===== src/rtl/parity_serial_link_if.sv =====
// Word-side handshake plus the one-bit serial channel of the parity serial link.
// slave is the link's own view; master is the word source / serial driver side.
interface parity_serial_link_if #(
    parameter int DATA_W = 8
);
    logic              odd_mode;
    logic              in_valid;
    logic [DATA_W-1:0] in_data;
    logic              in_ready;
    logic              ser_out;
    logic              ser_valid;
    logic              ser_par;
    logic              ser_in;
    logic              ser_in_valid;
    logic [DATA_W-1:0] rx_data;
    logic              rx_valid;
    logic              rx_err;

    modport slave (
        input  odd_mode, in_valid, in_data, ser_in, ser_in_valid,
        output in_ready, ser_out, ser_valid, ser_par, rx_data, rx_valid, rx_err
    );

    modport master (
        output odd_mode, in_valid, in_data, ser_in, ser_in_valid,
        input  in_ready, ser_out, ser_valid, ser_par, rx_data, rx_valid, rx_err
    );
endinterface


===== src/rtl/parity_serial_link.sv =====
// Serial parity link: TX serialises words LSB-first plus one parity bit,
// RX deserialises the same frame and flags parity mismatches.
module parity_serial_link #(
    parameter int DATA_W      = 8,
    parameter bit ODD_DEFAULT = 1'b0
) (
    input  logic                 clk,
    input  logic                 rst,
    parity_serial_link_if.slave  bus
);
    localparam int               CNT_W = $clog2(DATA_W + 1);
    localparam logic [CNT_W-1:0] LAST  = CNT_W'(DATA_W);

    typedef enum logic [1:0] {TX_IDLE, TX_DATA, TX_PAR} tx_state_e;

    tx_state_e         tx_state_q, tx_state_d;
    logic [DATA_W-1:0] tx_shift_q, tx_shift_d;
    logic [CNT_W-1:0]  tx_cnt_q, tx_cnt_d;
    logic              tx_odd_q, tx_odd_d;
    logic              tx_xor_q, tx_xor_d;
    logic              ser_out_q, ser_out_d;
    logic              ser_valid_q, ser_valid_d;
    logic              ser_par_q, ser_par_d;
    logic              tx_accept;

    logic [DATA_W-1:0] rx_shift_q, rx_shift_d;
    logic [DATA_W-1:0] rx_data_q, rx_data_d;
    logic [CNT_W-1:0]  rx_cnt_q, rx_cnt_d;
    logic              rx_odd_q, rx_odd_d;
    logic              rx_err_q, rx_err_d;
    logic              rx_valid_q, rx_valid_d;

    // PAR accepts too, which is what gives back-to-back frames with no idle gap
    assign bus.in_ready = ~rst & (tx_state_q != TX_DATA);
    assign tx_accept    = bus.in_valid & bus.in_ready;

    assign bus.ser_out   = ser_out_q;
    assign bus.ser_valid = ser_valid_q;
    assign bus.ser_par   = ser_par_q;
    assign bus.rx_data   = rx_data_q;
    assign bus.rx_valid  = rx_valid_q;
    assign bus.rx_err    = rx_err_q;

    always_ff @(posedge clk) begin
        if (rst) begin
            tx_state_q  <= TX_IDLE;
            tx_shift_q  <= '0;
            tx_cnt_q    <= '0;
            tx_odd_q    <= ODD_DEFAULT;
            tx_xor_q    <= 1'b0;
            ser_out_q   <= 1'b0;
            ser_valid_q <= 1'b0;
            ser_par_q   <= 1'b0;
            rx_shift_q  <= '0;
            rx_data_q   <= '0;
            rx_cnt_q    <= '0;
            rx_odd_q    <= ODD_DEFAULT;
            rx_err_q    <= 1'b0;
            rx_valid_q  <= 1'b0;
        end else begin
            tx_state_q  <= tx_state_d;
            tx_shift_q  <= tx_shift_d;
            tx_cnt_q    <= tx_cnt_d;
            tx_odd_q    <= tx_odd_d;
            tx_xor_q    <= tx_xor_d;
            ser_out_q   <= ser_out_d;
            ser_valid_q <= ser_valid_d;
            ser_par_q   <= ser_par_d;
            rx_shift_q  <= rx_shift_d;
            rx_data_q   <= rx_data_d;
            rx_cnt_q    <= rx_cnt_d;
            rx_odd_q    <= rx_odd_d;
            rx_err_q    <= rx_err_d;
            rx_valid_q  <= rx_valid_d;
        end
    end

    // Serial outputs are computed one cycle ahead; tx_cnt_q counts bits already on the wire
    always_comb begin
        tx_state_d  = tx_state_q;
        tx_shift_d  = tx_shift_q;
        tx_cnt_d    = tx_cnt_q;
        tx_odd_d    = tx_odd_q;
        tx_xor_d    = tx_xor_q;
        ser_out_d   = 1'b0;
        ser_valid_d = 1'b0;
        ser_par_d   = 1'b0;

        case (tx_state_q)
            TX_DATA: begin
                ser_valid_d = 1'b1;
                if (tx_cnt_q == LAST) begin
                    tx_state_d = TX_PAR;
                    ser_out_d  = tx_xor_q ^ tx_odd_q;
                    ser_par_d  = 1'b1;
                end else begin
                    ser_out_d  = tx_shift_q[0];
                    tx_shift_d = {1'b0, tx_shift_q[DATA_W-1:1]};
                    tx_cnt_d   = tx_cnt_q + 1'b1;
                end
            end
            default: tx_state_d = TX_IDLE;
        endcase

        if (tx_accept) begin
            tx_state_d  = TX_DATA;
            tx_shift_d  = {1'b0, bus.in_data[DATA_W-1:1]};
            tx_cnt_d    = CNT_W'(1);
            tx_odd_d    = bus.odd_mode;
            tx_xor_d    = ^bus.in_data;
            ser_out_d   = bus.in_data[0];
            ser_valid_d = 1'b1;
            ser_par_d   = 1'b0;
        end
    end

    always_comb begin
        rx_shift_d = rx_shift_q;
        rx_data_d  = rx_data_q;
        rx_cnt_d   = rx_cnt_q;
        rx_odd_d   = rx_odd_q;
        rx_err_d   = rx_err_q;
        rx_valid_d = 1'b0;

        if (bus.ser_in_valid) begin
            if (rx_cnt_q == '0) begin
                rx_odd_d = bus.odd_mode;
            end
            if (rx_cnt_q == LAST) begin
                rx_data_d  = rx_shift_q;
                rx_err_d   = bus.ser_in ^ (^rx_shift_q) ^ rx_odd_q;
                rx_valid_d = 1'b1;
                rx_cnt_d   = '0;
            end else begin
                rx_shift_d = {bus.ser_in, rx_shift_q[DATA_W-1:1]};
                rx_cnt_d   = rx_cnt_q + 1'b1;
            end
        end
    end
endmodule


===== src/flat_wrapper.sv =====
// flat-port wrapper written by rule: the top's interface ports become plain ports
module parity_serial_link_flat 
#(
    parameter int DATA_W      = 8,
    parameter bit ODD_DEFAULT = 1'b0
)
  (clk, rst, bus_odd_mode, bus_in_valid, bus_in_data, bus_ser_in, bus_ser_in_valid, bus_in_ready, bus_ser_out, bus_ser_valid, bus_ser_par, bus_rx_data, bus_rx_valid, bus_rx_err);
  parity_serial_link_if #(.DATA_W(DATA_W)) bus_i ();
  input  logic clk;
  input  logic rst;
  input wire logic [$bits(bus_i.odd_mode)-1:0] bus_odd_mode;
  input wire logic [$bits(bus_i.in_valid)-1:0] bus_in_valid;
  input wire logic [$bits(bus_i.in_data)-1:0] bus_in_data;
  input wire logic [$bits(bus_i.ser_in)-1:0] bus_ser_in;
  input wire logic [$bits(bus_i.ser_in_valid)-1:0] bus_ser_in_valid;
  output wire logic [$bits(bus_i.in_ready)-1:0] bus_in_ready;
  output wire logic [$bits(bus_i.ser_out)-1:0] bus_ser_out;
  output wire logic [$bits(bus_i.ser_valid)-1:0] bus_ser_valid;
  output wire logic [$bits(bus_i.ser_par)-1:0] bus_ser_par;
  output wire logic [$bits(bus_i.rx_data)-1:0] bus_rx_data;
  output wire logic [$bits(bus_i.rx_valid)-1:0] bus_rx_valid;
  output wire logic [$bits(bus_i.rx_err)-1:0] bus_rx_err;
  assign bus_i.odd_mode = bus_odd_mode;
  assign bus_i.in_valid = bus_in_valid;
  assign bus_i.in_data = bus_in_data;
  assign bus_i.ser_in = bus_ser_in;
  assign bus_i.ser_in_valid = bus_ser_in_valid;
  assign bus_in_ready = bus_i.in_ready;
  assign bus_ser_out = bus_i.ser_out;
  assign bus_ser_valid = bus_i.ser_valid;
  assign bus_ser_par = bus_i.ser_par;
  assign bus_rx_data = bus_i.rx_data;
  assign bus_rx_valid = bus_i.rx_valid;
  assign bus_rx_err = bus_i.rx_err;
  parity_serial_link #(.DATA_W(DATA_W), .ODD_DEFAULT(ODD_DEFAULT)) u_core (.clk(clk), .rst(rst), .bus(bus_i));
endmodule

===== config.mk =====
export PLATFORM = sky130hd
export DESIGN_NAME = parity_serial_link_flat
export DESIGN_NICKNAME = d
export VERILOG_FILES = /design/src/rtl/parity_serial_link_if.sv /design/src/rtl/parity_serial_link.sv /design/src/flat_wrapper.sv
export SDC_FILE = /design/constraint.sdc
export NUM_CORES = 1
export LEC_CHECK = 0
export ABC_AREA = 1
export ABC_CLOCK_PERIOD_IN_PS = 1400
export BUFFER_PORTS_ARGS = -buffer_cell sky130_fd_sc_hd__buf_2
export CORE_AREA = 4 4 74 76
export CTS_CLUSTER_SIZE = 20
export DETAILED_ROUTE_END_ITERATION = 7
export DIE_AREA = 0 0 78 80
export GPL_TIMING_DRIVEN = 0
export PLACE_DENSITY = 0.55
export SETUP_SLACK_MARGIN = 0.15
export SLEW_MARGIN = 30
export SYNTH_ARGS = -nofsm -noshare
export SYNTH_HDL_FRONTEND = slang
export SYNTH_SLANG_ARGS = --single-unit

===== constraint.sdc =====
create_clock -name clk -period 1.4 [get_ports clk]
set_input_delay 0.07 -clock clk [delete_from_list [all_inputs] [get_ports clk]]
set_output_delay 0.07 -clock clk [all_outputs]
set_load 0.1 [all_outputs]

After elaboration in Yosys (flattened, before gate mapping)
Cells that the tools add are included.
- bits in registers: 41
- word-level logic and storage cells: 63
- add/subtract/negate cells: 2
- equal/unequal tests: 6
- multiplexer cells: 17
- bitwise operators: 10
- reductions and logical operators: 12
- operator list (kind ; number):
    two-way mux 7 bit ; 3
    parity 8 bit ; 2
    two-way mux 1 bit ; 13
    AND reduction 2 bit ; 5
    adder 4 x 1 -> 4 bit (second input constant) ; 2
    == test 4 bit (second input constant) ; 2
    NOT 1 bit ; 5
    zero test 4 bit ; 1
    two-way mux 4 bit ; 1
    inequality test 2 x 1 -> 1 bit (second input constant) ; 2
    OR reduction 2 bit ; 2
    inequality test 3 x 1 -> 1 bit (second input constant) ; 1
    OR reduction 3 bit ; 1
    bitwise XOR 1 bit ; 3
    AND 1 bit ; 2
    == test 2 x 1 -> 1 bit (second input constant) ; 1
    nonzero test 2 bit ; 1

Depth between registers and ports, before layout
- word-level depth: 5
- mapped depth: 11

Worst setup path before layout
OpenSTA, ideal clock, no wires.
- kind: register to register
- start point: register u_core.tx_state_q[0]
- end point: register u_core.tx_xor_q
- arrival time: 1.420 ns
- path slack: -0.129 ns
- stages on the path, launching flop included: 10
- buffers on the path: 1
- clock period less this slack: 1.529 ns
- cells stage by stage: dfxtp_1 inv_1 nor2_4 nor2_4 nand2_4 inv_6 buf_12 nand3_1 nand2_1 inv_1
- longest elaborated chain between the ends: 3
- RTL lines (item ; line ; RTL):
    start, declared ; parity_serial_link.sv:16 ; tx_state_e tx_state_q, tx_state_d;
    start signal, assigned ; parity_serial_link.sv:61 ; tx_state_q <= tx_state_d;
    inequality test 2 x 1 -> 1 bit ; parity_serial_link.sv:34 ; assign bus.in_ready = ~rst & (tx_state_q != TX_DATA);
    AND 1 bit ; parity_serial_link.sv:34 ;
    named net bus_in_ready ; flat_wrapper.sv:16 ; output wire logic [$bits(bus_i.in_ready)-1:0] bus_in_ready;
    AND 1 bit ; parity_serial_link.sv:35 ; assign tx_accept = bus.in_valid & bus.in_ready;
    end signal, assigned ; parity_serial_link.sv:65 ; tx_xor_q <= tx_xor_d;
    end, declared ; parity_serial_link.sv:20 ; logic tx_xor_q, tx_xor_d;
The timed path passes the listed nets, and every way through them passes these cells.
A chain may end at the register's enable or synchronous reset.

Worst setup path in the final report
- start point: register u_core.tx_cnt_q[1]
- end point: register u_core.tx_shift_q[5]
- longest elaborated chain between the ends: 3
- RTL lines (item ; line ; RTL):
    start, declared ; parity_serial_link.sv:18 ; logic [CNT_W-1:0] tx_cnt_q, tx_cnt_d;
    start signal, assigned ; parity_serial_link.sv:63 ; tx_cnt_q <= tx_cnt_d;
    == test 4 bit ; parity_serial_link.sv:92 ; if (tx_cnt_q == LAST) begin
    inequality test 2 x 1 -> 1 bit (no line) ; n/a ;
    AND reduction 2 bit (no line) ; n/a ;
    end signal, assigned ; parity_serial_link.sv:62 ; tx_shift_q <= tx_shift_d;
    end, declared ; parity_serial_link.sv:17 ; logic [DATA_W-1:0] tx_shift_q, tx_shift_d;
Every way passes these cells.

==> run_results.csv <==
group,metric,value,unit
sta,hold_ws,14.6,ps
detailed_routing,drtPass1Iterations,4,
die,die_w,78,um
sta,setup_tns,0,ps
cells_and_area,n_antenna_cell,0,
setup_path,endpoint_kind,"register",
placement,placed_area,2110,um^2
global_routing,grt_use_met3,3.84,%
placement,dp_hpwl,2710,um
synth,netlist_area,1890,um^2
detailed_routing,drc,0,
clocking,cts_tree,"yes",
die,core_region_area,4720,um^2
synth,yosysMostFrequentCell,"nand2_1",
run_status,status,"completed",
sta,period_minus_slack,1310,ps
cells_and_area,fillers,445,
sta,finalCritPeriodShare,93.9,%
sta,slew_violations,0,
synth,yosysWarnings,0,
sta,worst_slew_pin_slew,486,ps
synth,syn_area_per_cell,7.62,um^2
detailed_routing,ant_nets,0,
setup_path,critPathKind,"register to register",
setup_path,crit_start,"u_core.tx_cnt_q[1]",
die,die_area,6240,um^2
setup_path,cp_data_arrival_time,1540,ps
synth,synth-seq-cells,41,
placement,dp_cells,341,
detailed_routing,route.vias.total,1682,
cells_and_area,drive_above_1_share,35.5,%
clocking,clock_sinks,41,
clocking,cts-root-buf,"clkbuf_8",
sta,skew,5.80,ps
die,initial_utilization,40.0,%
global_routing,gr-usage-met1,15.8,%
die,die-height,80,um
power,p_leak,1.14,nW
setup_path,worst_r2r_startpoint,"u_core.tx_cnt_q[1]",
global_routing,antenna_found_initial,0,
clocking,path_clk_slew,80,ps
global_routing,grt_usage,13.4,%
power,p_per_area,1130,nW/um^2
setup_path,critPathMaxFanout,5,
synth,synth_top_flop_cell,"dfxtp_1",
worst_hold_path,hold_path_class,"primary input to register",
synth,yosys.cell_types.count,26,
sta,max_slew_margin,67.6,%
sta,fmax,0.761,GHz
clocking,numCtsBuffers,5,
die,rows,25,
synth,syn_nets,266,
setup_path,critical_path.startpoint_type,"register",
detailed_routing,vias_per_cell,4.57,
cells_and_area,final_area,2560,um^2
detailed_routing,wl_per_cell,11.2,um
detailed_routing,drt_iter0_markers,72,
synth,postSynthCellCount,248,
synth,yosys.area.top_type,"dfxtp_1",
synth,synthArstFlopShare,0,%
global_routing,grtUsageMet2,23.2,%
synth,synth-edff-count,0,
die,ios,28,
global_routing,gr-total-overflow,0,
detailed_routing,wl,4130,um
global_routing,grt_busiest_layer,"met2",
cells_and_area,synthToLayoutAreaGrowth,35.6,%
global_routing,grt_start_max_net_pins,14,
worst_hold_path,worstHoldStart,"bus_odd_mode",
clocking,cts.htree.levels,2,
cells_and_area,final_nets,318,
placement,routabilityCongestion,0.785,
power,total_power,0.00289,W
synth,synth_top_cell_area_share,43.4,%
synth,netlist_top_cells_count,"66 x nand2_1, 41 x dfxtp_1, 33 x inv_1, 18 x o21ai_0, 15 x a21oi_1",
global_routing,grt_pass1_vias,1535,
cells_and_area,stdcell_count,368,
clocking,cts_buffer_depth,2,
job,drv_cap,0,
setup_path,cp_data_required_time,1620,ps
sta,hold_viol,0,
synth,seq_area_frac_synth,43.4,%
placement,io_buffers,26,
sta,rsz0062_at_grt,"yes",
global_routing,grt_pass1_wl,6710,um
synth,synthTopCellsByArea,"dfxtp_1 43%, nand2_1 13%, inv_1 6.6%",
clocking,clkLatencyLatePin,300,ps
sta,finalSetupViolations,0,
power,ir_worst_vdd,0.703,mV
[path summary, 6_finish.rpt]
path,endpoint,slack (ps),depth (start not counted)
setup / recovery,u_core.tx_shift_q[5],90,10
setup reg to reg,u_core.tx_shift_q[5],90,10
hold / removal,u_core.tx_odd_q,10,2
hold reg to reg,u_core.bus.rx_err,450,2
[registers in the layout, indices dropped and copies added (netlist names)]
signal                flops
u_core.bus.rx_valid       1
u_core.bus.rx_data        8
u_core.rx_odd_q           1
u_core.tx_cnt_q           4
u_core.tx_xor_q           1
u_core.rx_shift_q         8
u_core.tx_odd_q           1
u_core.bus.rx_err         1
u_core.tx_shift_q         7
u_core.rx_cnt_q           4
u_core.bus.ser_out        1
u_core.bus.ser_par        1
u_core.tx_state_q         2
u_core.bus.ser_valid      1
[cells in the final DEF, fill, tap and decap left out, types with 2 or more instances in the layout]
master / count
xor2_1: 9
nor2_1: 7
o21ai_1: 7
nor3_1: 3
buf_6: 3
nand3_2: 2
nand2_4: 6
xnor2_1: 8
a21oi_1: 15
nor2_4: 6
nand3_1: 6
inv_1: 24
nand2_1: 57
bufinv_16: 2
nand2_2: 11
ha_1: 2
dfxtp_2: 9
buf_2: 25
clkbuf_8: 5
o21ai_0: 11
a22o_1: 2
ha_4: 2
a31oi_1: 7
inv_4: 4
inv_2: 8
dfxtp_1: 32
buf_4: 15
[cell families (layout without fill, tap and decap cells)]
group / count (synthesis) / in the layout / synth area share, %
compound gates: 44 / 44 / 12.6
xor+xnor: 17 / 17 / 7.88
fa+ha+maj: 4 / 4 / 2.65
buf+inv: 42 / 95 / 10.1
flops: 41 / 41 / 43.4
simple gates: 100 / 100 / 23.3
[repair_timing]
item,4_1_cts,5_1_grt
hold buffers,1,0
resized for setup,31,30
gates cloned,1,2
pin swaps,16,10
endpoints found under the setup margin,32,30
setup buffers,12,3
hold endpoints to repair,3,0
[routing by layer]
layer  wire length [um]  vias up
li1                   -      886
met1               1820      757
met2               2080       32
met3                166        7
met4                 61        0
met5                  0        -
[per-stage QoR]
stage / worst slack, ps / util, %
2_1_floorplan: -107 / -
3_3_place_gp: -30.9 / 44.7
3_5_place_dp: -43.3 / 44.7
4_1_cts: 68.1 / 51.5
5_1_grt: -3.01 / 54.2
6_report: 85.6 / 54.2
[critical path: stages (launching register included)]
cell and delay (ps):
dfxtp_2 330, inv_2 70, ha_4 140, nand2_4 50, nor2_4 120, inv_2 60
nand2_4 100, nand2_4 80, inv_4 90, nand2_2 50, a31oi_1 160
[where the power goes]
group / internal [W] / total, W / switching, W
Combinational: 0.000198 / 0.000484 / 0.000285
Clock: 0.000709 / 0.00115 / 0.000437
Sequential: 0.00122 / 0.00126 / 0.0000412
Total: 0.00213 / 0.00289 / 0.000764
[final cells by class]
cell class / instances / area, um^2 / area share (%)
multi-input cells: 165 / 1000 / 39.2
flip-flops and latches: 41 / 832 / 32.5
repair buffers: 43 / 284 / 11.1
inverters: 37 / 159 / 6.20
well taps: 67 / 83.8 / 3.27
clock buffers: 5 / 68.8 / 2.69
clock inverters: 3 / 65.1 / 2.54
plain buffers: 5 / 50.0 / 1.95
repair inverters: 2 / 13.8 / 0.537
No activity file was read; power rests on OpenSTA's default activity.
